File: src/rtl/ifetch_queue.sv
// ifetch_queue: owns the fetch PC, issues in-order imem word requests and
// buffers returned instructions with their PCs for decode.
module ifetch_queue #(
    parameter int unsigned     XLEN     = 32,
    parameter logic [XLEN-1:0] RESET_PC = 32'h8000_0000,
    parameter int unsigned     DEPTH    = 4
) (
    input  logic            clk,
    input  logic            reset,
    output logic            imem_req_valid,
    input  logic            imem_req_ready,
    output logic [XLEN-1:0] imem_req_addr,
    input  logic            imem_resp_valid,
    input  logic [XLEN-1:0] imem_resp_data,
    input  logic            redirect_valid,
    input  logic [XLEN-1:0] redirect_pc,
    output logic            inst_valid,
    input  logic            inst_ready,
    output logic [XLEN-1:0] inst_data,
    output logic [XLEN-1:0] inst_pc
);

    localparam int unsigned   AW      = $clog2(DEPTH);
    localparam int unsigned   CW      = AW + 1;
    localparam logic [CW-1:0] DEPTH_C = CW'(DEPTH);

    typedef enum logic [1:0] {
        S_BOOT  = 2'd0,
        S_FETCH = 2'd1,
        S_DRAIN = 2'd2
    } state_e;

    state_e          state_q, state_d;
    logic [XLEN-1:0] pc_q, pc_d;
    logic [CW-1:0]   count_q, count_d;
    logic [CW-1:0]   outstanding_q, outstanding_d;
    logic [CW-1:0]   stale_q, stale_d;
    logic [AW-1:0]   q_wr_q, q_wr_d;
    logic [AW-1:0]   q_rd_q, q_rd_d;
    logic [AW-1:0]   f_wr_q, f_wr_d;
    logic [AW-1:0]   f_rd_q, f_rd_d;

    logic [XLEN-1:0] q_data_q [DEPTH];
    logic [XLEN-1:0] q_pc_q   [DEPTH];
    logic [XLEN-1:0] f_pc_q   [DEPTH];

    logic [CW-1:0] used;
    logic          accept;
    logic          resp;
    logic          drop;
    logic          enq;
    logic          deq;
    logic          has_head;
    logic          unused_pc_lsb;

    assign unused_pc_lsb = ^redirect_pc[1:0];

    // Credits include stale requests, so a drained slot is never double-booked.
    assign used           = count_q + outstanding_q;
    assign imem_req_valid = (state_q == S_FETCH) && (used < DEPTH_C);
    assign imem_req_addr  = pc_q;

    assign has_head   = (count_q != '0);
    assign inst_valid = has_head && !redirect_valid;
    assign inst_data  = has_head ? q_data_q[q_rd_q] : '0;
    assign inst_pc    = has_head ? q_pc_q[q_rd_q] : '0;

    assign accept = imem_req_valid && imem_req_ready;
    assign resp   = imem_resp_valid;
    assign drop   = resp && ((stale_q != '0) || redirect_valid);
    assign enq    = resp && !drop;
    assign deq    = inst_valid && inst_ready;

    always_comb begin
        state_d       = state_q;
        pc_d          = accept ? pc_q + XLEN'(4) : pc_q;
        outstanding_d = outstanding_q + CW'(accept) - CW'(resp);
        stale_d       = stale_q;
        count_d       = count_q + CW'(enq) - CW'(deq);
        q_wr_d        = q_wr_q + AW'(enq);
        q_rd_d        = q_rd_q + AW'(deq);
        f_wr_d        = f_wr_q + AW'(accept);
        f_rd_d        = f_rd_q + AW'(resp);

        if (resp && (stale_q != '0)) begin
            stale_d = stale_q - CW'(1);
        end

        unique case (state_q)
            S_BOOT:  state_d = S_FETCH;
            S_FETCH: state_d = S_FETCH;
            S_DRAIN: state_d = (stale_d == '0) ? S_FETCH : S_DRAIN;
            default: state_d = S_BOOT;
        endcase

        // Everything still in flight after this cycle belongs to the old path.
        if (redirect_valid) begin
            pc_d    = {redirect_pc[XLEN-1:2], 2'b00};
            count_d = '0;
            q_wr_d  = '0;
            q_rd_d  = '0;
            stale_d = outstanding_d;
            if (state_q != S_BOOT) begin
                state_d = (outstanding_d != '0) ? S_DRAIN : S_FETCH;
            end
        end
    end

    always_ff @(posedge clk or negedge reset) begin
        if (!reset) begin
            state_q       <= S_BOOT;
            pc_q          <= RESET_PC;
            count_q       <= '0;
            outstanding_q <= '0;
            stale_q       <= '0;
            q_wr_q        <= '0;
            q_rd_q        <= '0;
            f_wr_q        <= '0;
            f_rd_q        <= '0;
        end else begin
            state_q       <= state_d;
            pc_q          <= pc_d;
            count_q       <= count_d;
            outstanding_q <= outstanding_d;
            stale_q       <= stale_d;
            q_wr_q        <= q_wr_d;
            q_rd_q        <= q_rd_d;
            f_wr_q        <= f_wr_d;
            f_rd_q        <= f_rd_d;
        end
    end

    // Storage needs no reset: occupancy is tracked by the pointers/counters.
    always_ff @(posedge clk) begin
        if (accept) begin
            f_pc_q[f_wr_q] <= pc_q;
        end
        if (enq) begin
            q_data_q[q_wr_q] <= imem_resp_data;
            q_pc_q[q_wr_q]   <= f_pc_q[f_rd_q];
        end
    end

endmodule

File: config.mk
export PLATFORM = sky130hd
export DESIGN_NAME = ifetch_queue
export DESIGN_NICKNAME = d
export VERILOG_FILES = /design/src/rtl/ifetch_queue.sv
export SDC_FILE = /design/constraint.sdc
export NUM_CORES = 1
export LEC_CHECK = 0
export BUFFER_PORTS_ARGS = -buffer_cell sky130_fd_sc_hd__buf_2
export CORE_UTILIZATION = 55
export CTS_BUF_LIST = sky130_fd_sc_hd__clkbuf_8
export DETAILED_ROUTE_END_ITERATION = 7
export PLACE_DENSITY = 0.84
export SETUP_SLACK_MARGIN = 0.1
export SYNTH_ARGS = -nofsm -noshare
export SYNTH_HDL_FRONTEND = slang
export SYNTH_SLANG_ARGS = --single-unit
File: constraint.sdc
create_clock -name clk -period 5.75 [get_ports clk]
set_input_delay 0.575 -clock clk [delete_from_list [all_inputs] [get_ports clk]]
set_output_delay 0.575 -clock clk [all_outputs]
set_load 0.02 [all_outputs]
Word level (Yosys, flattened, before mapping) --
Memories as Yosys holds them, arrays and structs flattened. Index checks and enable logic that the tools add are counted.
Word-level totals: register bits after elaboration 51, bits in latches 0, RAM bits 384, ROM bits 0, input port bits 70, memories 3
Operators by class: add/sub/neg operators 11, multiply operators 0, div/mod/pow operators 0, magnitude comparators 1, eq/ne operators 2, shifts and indexed selects 0, muxes and demuxes 18, bitwise operators 0, reduce and logical (&&, ||, !) cells 18
Memories:
- f_pc_q | words 4, bits a word 32, read ports 1, clocked after Yosys merged registers in 0, wr ports 1, line 45 | logic [XLEN-1:0] f_pc_q [DEPTH];
- q_data_q | words 4, bits a word 32, read ports 1, clocked after Yosys merged registers in 0, wr ports 1, line 43 | logic [XLEN-1:0] q_data_q [DEPTH];
- q_pc_q | words 4, bits a word 32, read ports 1, clocked after Yosys merged registers in 0, wr ports 1, line 44 | logic [XLEN-1:0] q_pc_q [DEPTH];
Operator list (number):
- $mux W32 | 4
- $add A32 B3 Y32 const B | 1
- $mux W2 | 6
- $mux W3 | 3
- $reduce_bool A3 Y1 | 3
- $add A2 B1 Y2 | 4
- $logic_and A1 B1 Y1 | 7
- $add A3 B1 Y3 | 2
- $sub A3 B1 Y3 | 2
- $mux W1 | 4
- $pmux W2 S2 | 1
- $reduce_bool A2 Y1 | 2
- $add A3 B3 Y3 | 1
- $logic_not A3 Y1 | 1
- $lt A3 B3 Y1 const B | 1
- $sub A3 B1 Y3 const B | 1
- $eq A2 B1 Y1 const B | 1
- $eq A2 B2 Y1 const B | 1
- $logic_not A1 Y1 | 2
- $logic_not A2 Y1 | 1
- $reduce_or A2 Y1 | 1
- $logic_or A1 B1 Y1 | 1

Depth between registers and ports, before layout --
depth after elaboration 10, depth in mapped cells 13, mapped depth without buffers 13

Worst setup path before layout --
OpenSTA, ideal clock, no wires.
kind register to register, start point reg stale_q[0], end point mem q_data_q[1][0] (enable), setup time 571 ps, data arrival time 5782 ps, slack -603 ps, stages on the path, launching flop included 6, buffers on the path 0, clock period less this slack 6353 ps, path through dfrtp_1 -> inv_1 -> ha_1 -> nand2b_1 -> or3b_2 -> nor3b_1
Between the ends: longest elaborated chain between the ends 7
Ends and longest elaborated chain:
- start, declared | line 37 | logic [CW-1:0] stale_q, stale_d;
- start signal, assigned | line 125 | stale_q <= stale_d;
- $reduce_bool A3 Y1 | line 70 | assign drop = resp && ((stale_q != '0) || redirect_valid);
- $logic_or A1 B1 Y1 | line 70
- $logic_and A1 B1 Y1 | line 70
- $logic_not A1 Y1 | line 71 | assign enq = resp && !drop;
- $logic_and A1 B1 Y1 | line 71
- $mux W1 | line 138 | if (enq) begin
- $mux W1 (implied by the code) | line 139 | q_data_q[q_wr_q] <= imem_resp_data;
- end, declared | line 43
Every way passes these cells.

Worst setup path in the final report --
start point reg count_q[1], end point reg state_q[0]
Between the ends: longest elaborated chain between the ends 10
Ends and longest elaborated chain:
- start, declared | line 35 | logic [CW-1:0] count_q, count_d;
- start signal, assigned | line 123 | count_q <= count_d;
- $add A3 B3 Y3 | line 59 | assign used = count_q + outstanding_q;
- $lt A3 B3 Y1 | line 60 | assign imem_req_valid = (state_q == S_FETCH) && (used < DEPTH_C);
- $logic_and A1 B1 Y1 | line 60
- $logic_and A1 B1 Y1 | line 68 | assign accept = imem_req_valid && imem_req_ready;
- $add A3 B1 Y3 | line 77 | outstanding_d = outstanding_q + CW'(accept) - CW'(resp);
- $sub A3 B1 Y3 | line 77
- named net outstanding_d[2] | line 36 | logic [CW-1:0] outstanding_q, outstanding_d;
- $reduce_bool A3 Y1 | line 104 | state_d = (outstanding_d != '0) ? S_DRAIN : S_FETCH;
- $mux W2 | line 104
- $mux W2 | line 103 | if (state_q != S_BOOT) begin
- $mux W2 | line 97 | if (redirect_valid) begin
- named net state_d[0] | line 33 | state_e state_q, state_d;
- end signal, assigned | line 121 | state_q <= state_d;
- end, declared | line 33
The timed path passes the listed nets, and every way through them passes these cells. A chain may end at the register's enable or synchronous reset.

==> results.md <==
Yosys:
- After synthesis, the cell types taking the most area are sky130_fd_sc_hd__edfxtp_1, sky130_fd_sc_hd__mux4_2, sky130_fd_sc_hd__dfrtp_1.
- The cell area that synthesis handed to floorplanning was 16500 um^2.
- The share of synthesized area in the top cell type comes to 66.96%.
- The instance count of the mapped netlist is 860.
- The portion of the post-synthesis area used by sequential elements is around 74%.
- The number of flops mapped to enable cells by yosys is 368.
- After synthesis the netlist holds a flip-flop and latch count of between 400 and 500.
- After synthesis, the share of flip-flops with an asynchronous set or reset is 11.75%.
- For this run, the leading register cell type out of synthesis is sky130_fd_sc_hd__edfxtp_1.
- In this run, distinct cell masters in the synthesized netlist total 43.
- Averaged over all synthesized cells, the footprint is 19.19 um^2.
- The leading area contributor after synthesis is sky130_fd_sc_hd__edfxtp_1.
- During synthesis, Yosys emitted a total of 0 warnings.

Detailed routing:
- The iteration count of the initial detailed-routing pass is 4.
- For this run, design rule violations remaining after detail routing come to 0.
- The first routing iteration left 590 violations.
- Dividing the detail-routed wire length by the instance count gives 20.40 um.
- Dividing the detail-routed via count by the number of cells gives 5.591.
- The final route contains about 8400 vias.
- The remaining number of nets flagged by the antenna check after routing is 0.
- The total routed wirelength is 30620 um.

Pwr:
- The switching power is 2.404 mW.
- The internal power of the cells totals 5.632 mW.
- The power after layout is 8.036 mW.
- For this design the ratio of total power to cell area is 422.8 nW/um^2.
- For this design the static power due to leakage is 6.667 nW.
- The switching portion of total power is 29.92%.
- The sequential cell fraction of total power is 49.0%.
- Combinational logic is responsible for about 23% of the overall power.
- The clock network accounts for 28.2% of the total power.
- Across the VDD grid, the largest voltage drop is 287.5 uV.

Placed design:
- The number of I/O port buffers is 161.
- Timing analysis after detailed placement gives a worst setup slack of 2.191 ns.
- In this run the cell area measured after placement is 17790 um^2.
- Detailed placement finished with a half-perimeter wire length of between 15000 and 20000 um.
- The congestion estimate from routability-driven global placement came to 0.8469.

STA:
- Setup repair after global routing left no endpoint under its margin.
- The final-report max-slew violation count came to 0.
- The slew at the pin with the worst max-slew slack is 1.173 ns.
- Setup violations remaining at the end of the flow were counted as 0.
- Based on the critical path, the design can be clocked at up to about 270 MHz.
- Headroom to the max-slew limit came out at roughly 22%.
- Adding up every negative setup slack in the final design gives 0 ns.
- The count of endpoints failing hold in the final timing report is 0.
- The worst-case clock skew is 0.01970 ns.
- Of the available clock period, the critical path in the final layout requires between 60% and 70%.
- The clock period could shrink to 3.660 ns.
- Setup slack closes at 2.090 ns.

Setup path:
- Following the worst setup path forward leads to its endpoint at state_q[0].
- The setup check on the worst reg-to-reg path leaves a slack of 2.09 ns.
- The data required time of the critical path is between 6 and 7 ns.
- The critical path data arrival time is 4.14 ns.
- The critical path launch point is count_q[1].
- The worst setup path category is reg2reg.
- STA classifies the critical path startpoint as a flop.
- On the critical path, the stage with the largest delay is an instance of sky130_fd_sc_hd__dfrtp_1.
- The cell that appears most often on the critical path is sky130_fd_sc_hd__ha_1.
- The reg-to-reg startpoint is count_q[1].
- The family with the most delay on the worst path is adder cells.
- The number of buffers and inverters on the critical path is 2.
- The signal on the critical path passes through ha_1 -> a31oi_1 -> xnor2_1 -> buf_4 -> nand2_1 -> ha_1 -> inv_1 -> ha_1 -> fa_1 -> xor2_1 -> xnor2_1 -> nor3_1 -> a21oi_1 -> a21bo_2.
- In this run the number of cells on the critical path is 14.
- The number of cells on the worst reg-to-reg path is 14.
- In this design, the stage delay of the slowest critical-path cell is 0.45 ns.
- Along the worst path, the maximum fanout reaches 12.
- STA classifies the critical path endpoint as a flop.
- The endpoint identified for the worst register-to-register timing path is state_q[0].

CTS:
- The total clock sinks is 417.
- The maximum buffer depth of the clock tree is 3.
- The root buffer cell chosen for the clock tree is sky130_fd_sc_hd__clkbuf_8.
- Buffers added to address setup during post-CTS repair amount to 0.
- Post-CTS repair changed the size of 0 cells.
- The number of buffers added by the clock tree synthesis step is 61.
- The number of hold buffers added after CTS was 0.
- After clock tree synthesis, the clock-pin slew on the worst setup and hold paths is 0.07 ns.
- The CTS H-tree depth is 2.
- The CTS tree is yes.
- The worst-skew pair later-pin latency is 0.59 ns.

Die:
- The floorplan step defined a die boundary enclosing just over 30000 um^2.
- The core region is 29560 um^2.
- The placement row count is 63.
- During I/O placement, the number of pins put on the boundary was 168.
- The die outline height is 175.2 um.
- The initial utilization of the core area, before any placement, comes to about 56%.
- The die is 175.2 um wide.

Finish:
- The footprint of the multi-input gates is approximately 4000 um^2.
- From synthesis to final layout, the design area changed by 15.16%.
- The proportion of layout cells with a drive suffix above 1 is 33.75%.
- The total inserted antenna cells is 0.
- In the final layout, flip-flops and latches occupy 12280 um^2.
- The number of nets in the final layout is 1143.
- The final instance area is around 19000 um^2.
- The total of fill cells in the finished design is 2008.

Global route:
- Entering global routing, the biggest net connects 76 pins.
- The via count of the first global-routing pass was 8870.
- The wire length of the first global-routing pass is 48550 um.
- After global routing the overflow that remains totals 0.
- Global routing consumed, over all layers together, 20.90% of the routing resources.
- The initial antenna violation count came to 0.

Min path:
- In this run the worst hold path is classified as in2async.

Run:
- Across the run, the number of max-cap violations was 0.

Run status:
- The flow ran to the end, and the final reports show no timing, DRC or antenna violations.
[synth_stat cells, types with 7 or more instances]
master                     count
sky130_fd_sc_hd__xnor2_1      20
sky130_fd_sc_hd__buf_2        10
sky130_fd_sc_hd__clkbuf_1     23
sky130_fd_sc_hd__nand2_1      40
sky130_fd_sc_hd__o21ai_0      26
sky130_fd_sc_hd__mux4_2       92
sky130_fd_sc_hd__nor2_1       16
sky130_fd_sc_hd__nor2b_1      66
sky130_fd_sc_hd__inv_1        12
sky130_fd_sc_hd__buf_1         7
sky130_fd_sc_hd__edfxtp_1    368
sky130_fd_sc_hd__dfrtp_1      48
sky130_fd_sc_hd__nand3_1      10
sky130_fd_sc_hd__ha_1         12
sky130_fd_sc_hd__xor2_1       21
sky130_fd_sc_hd__nor3_1       14
sky130_fd_sc_hd__and3_1        7
sky130_fd_sc_hd__nand4_1      15
[layer usage]
| metal | GRT usage (%) | wire (um) | vias to the layer above |
|---|---|---|---|
| li1 | - | - | 3785 |
| met1 | 28.80 | 13080 | 4234 |
| met2 | 34.24 | 14980 | 317 |
| met3 | 4.134 | 2022 | 56 |
| met4 | 5.978 | 532 | 0 |
| met5 | 0 | 0 | - |
[final cells by class]
cell class | count | area share [%]
clock buffer | 74 | 5.359
timing repair buffer | 177 | 4.872
tap | 390 | 2.568
inverter | 12 | 0.2370
sequential | 417 | 64.64
clock inverter | 41 | 1.020
multi-input combinational | 390 | 21.30
[worst reg2reg max path: cells and delay by family, from the launching register on]
family / cells / cell delay, ns
AO/OA/AOI/OAI: 3 / 0.78
XOR/XNOR: 3 / 0.62
adder cells (fa/ha/maj): 4 / 1.18
buffers and inverters: 2 / 0.25
flip-flops: 1 / 0.45
AND/OR/NAND/NOR: 2 / 0.26
[worst min path at each step]
stage	depth (start not counted)	end	slack [ns]
floorplan	0	count_q[0]	0.28
global placement	1	f_wr_q[1]	0.55
detailed placement	1	outstanding_q[2]	0.57
CTS	2	imem_req_addr[24]	0.08
global route	2	imem_req_addr[21]	0.10
finish	2	imem_req_addr[25]	0.09
[placed cells by master, fill, tap and decap left out, drive strengths merged, types with 2 or more instances in the layout]
cell type / count
buf: 177
mux2: 4
mux2i: 2
and2: 3
clkinv: 18
nand3: 10
and3: 7
mux4: 92
clkbuf: 74
and4: 3
nand4: 15
nor4: 5
xor2: 21
dfrtp: 48
edfxtp: 368
nand2: 40
nor3: 14
conb: 4
nand2b: 2
or3: 2
o2111ai: 3
nor3b: 3
xnor2: 20
o21ai: 30
ha: 12
inv: 33
fa: 2
nor2: 16
nor2b: 66
a21oi: 4
[power groups by stage]
| stage | Sequential (mW) | Clock, mW | Combinational (mW) |
|---|---|---|---|
| global route | 3.99 | 2.44 | 1.98 |
| finish | 3.94 | 2.27 | 1.83 |
| floorplan | 3.86 | 0 | 1.37 |
| global placement | 3.99 | 0 | 1.79 |
| detailed placement | 4.01 | 0 | 1.84 |
| CTS | 3.95 | 2.32 | 1.85 |
[state kept, by name, summed over array words and instances, names as in the netlist]
| name | count |
|---|---|
| f_wr_q | 2 |
| state_q | 2 |
| f_pc_q | 120 |
| stale_q | 3 |
| f_rd_q | 2 |
| count_q | 3 |
| q_wr_q | 2 |
| q_data_q | 128 |
| imem_req_addr | 30 |
| q_pc_q | 120 |
| outstanding_q | 3 |
| q_rd_q | 2 |
[metrics by stage]
step	hold WS (ns)	cells	utilization [%]
floorplan	0.2794	863	-
global placement	0.5485	1386	60.19
detailed placement	0.5661	1386	60.19
CTS	0.08157	1501	64.29
global route	0.1027	1501	64.29
finish	0.08751	1501	64.29
[logic make-up (layout without fill, tap and decap cells)]
family,count (synthesis),after routing,synth area share (%)
buffers and inverters,56,304,1.440
muxes,98,98,12.95
DFF,417,417,74.40
other,1,4,0.02272
and+or+nand+nor,192,192,6.460
adders and majority gates,14,14,1.152
xor gates and xnor gates,41,41,2.176
AOI/OAI and AO/OA,41,41,1.403
(Power assumes the default switching activity.)
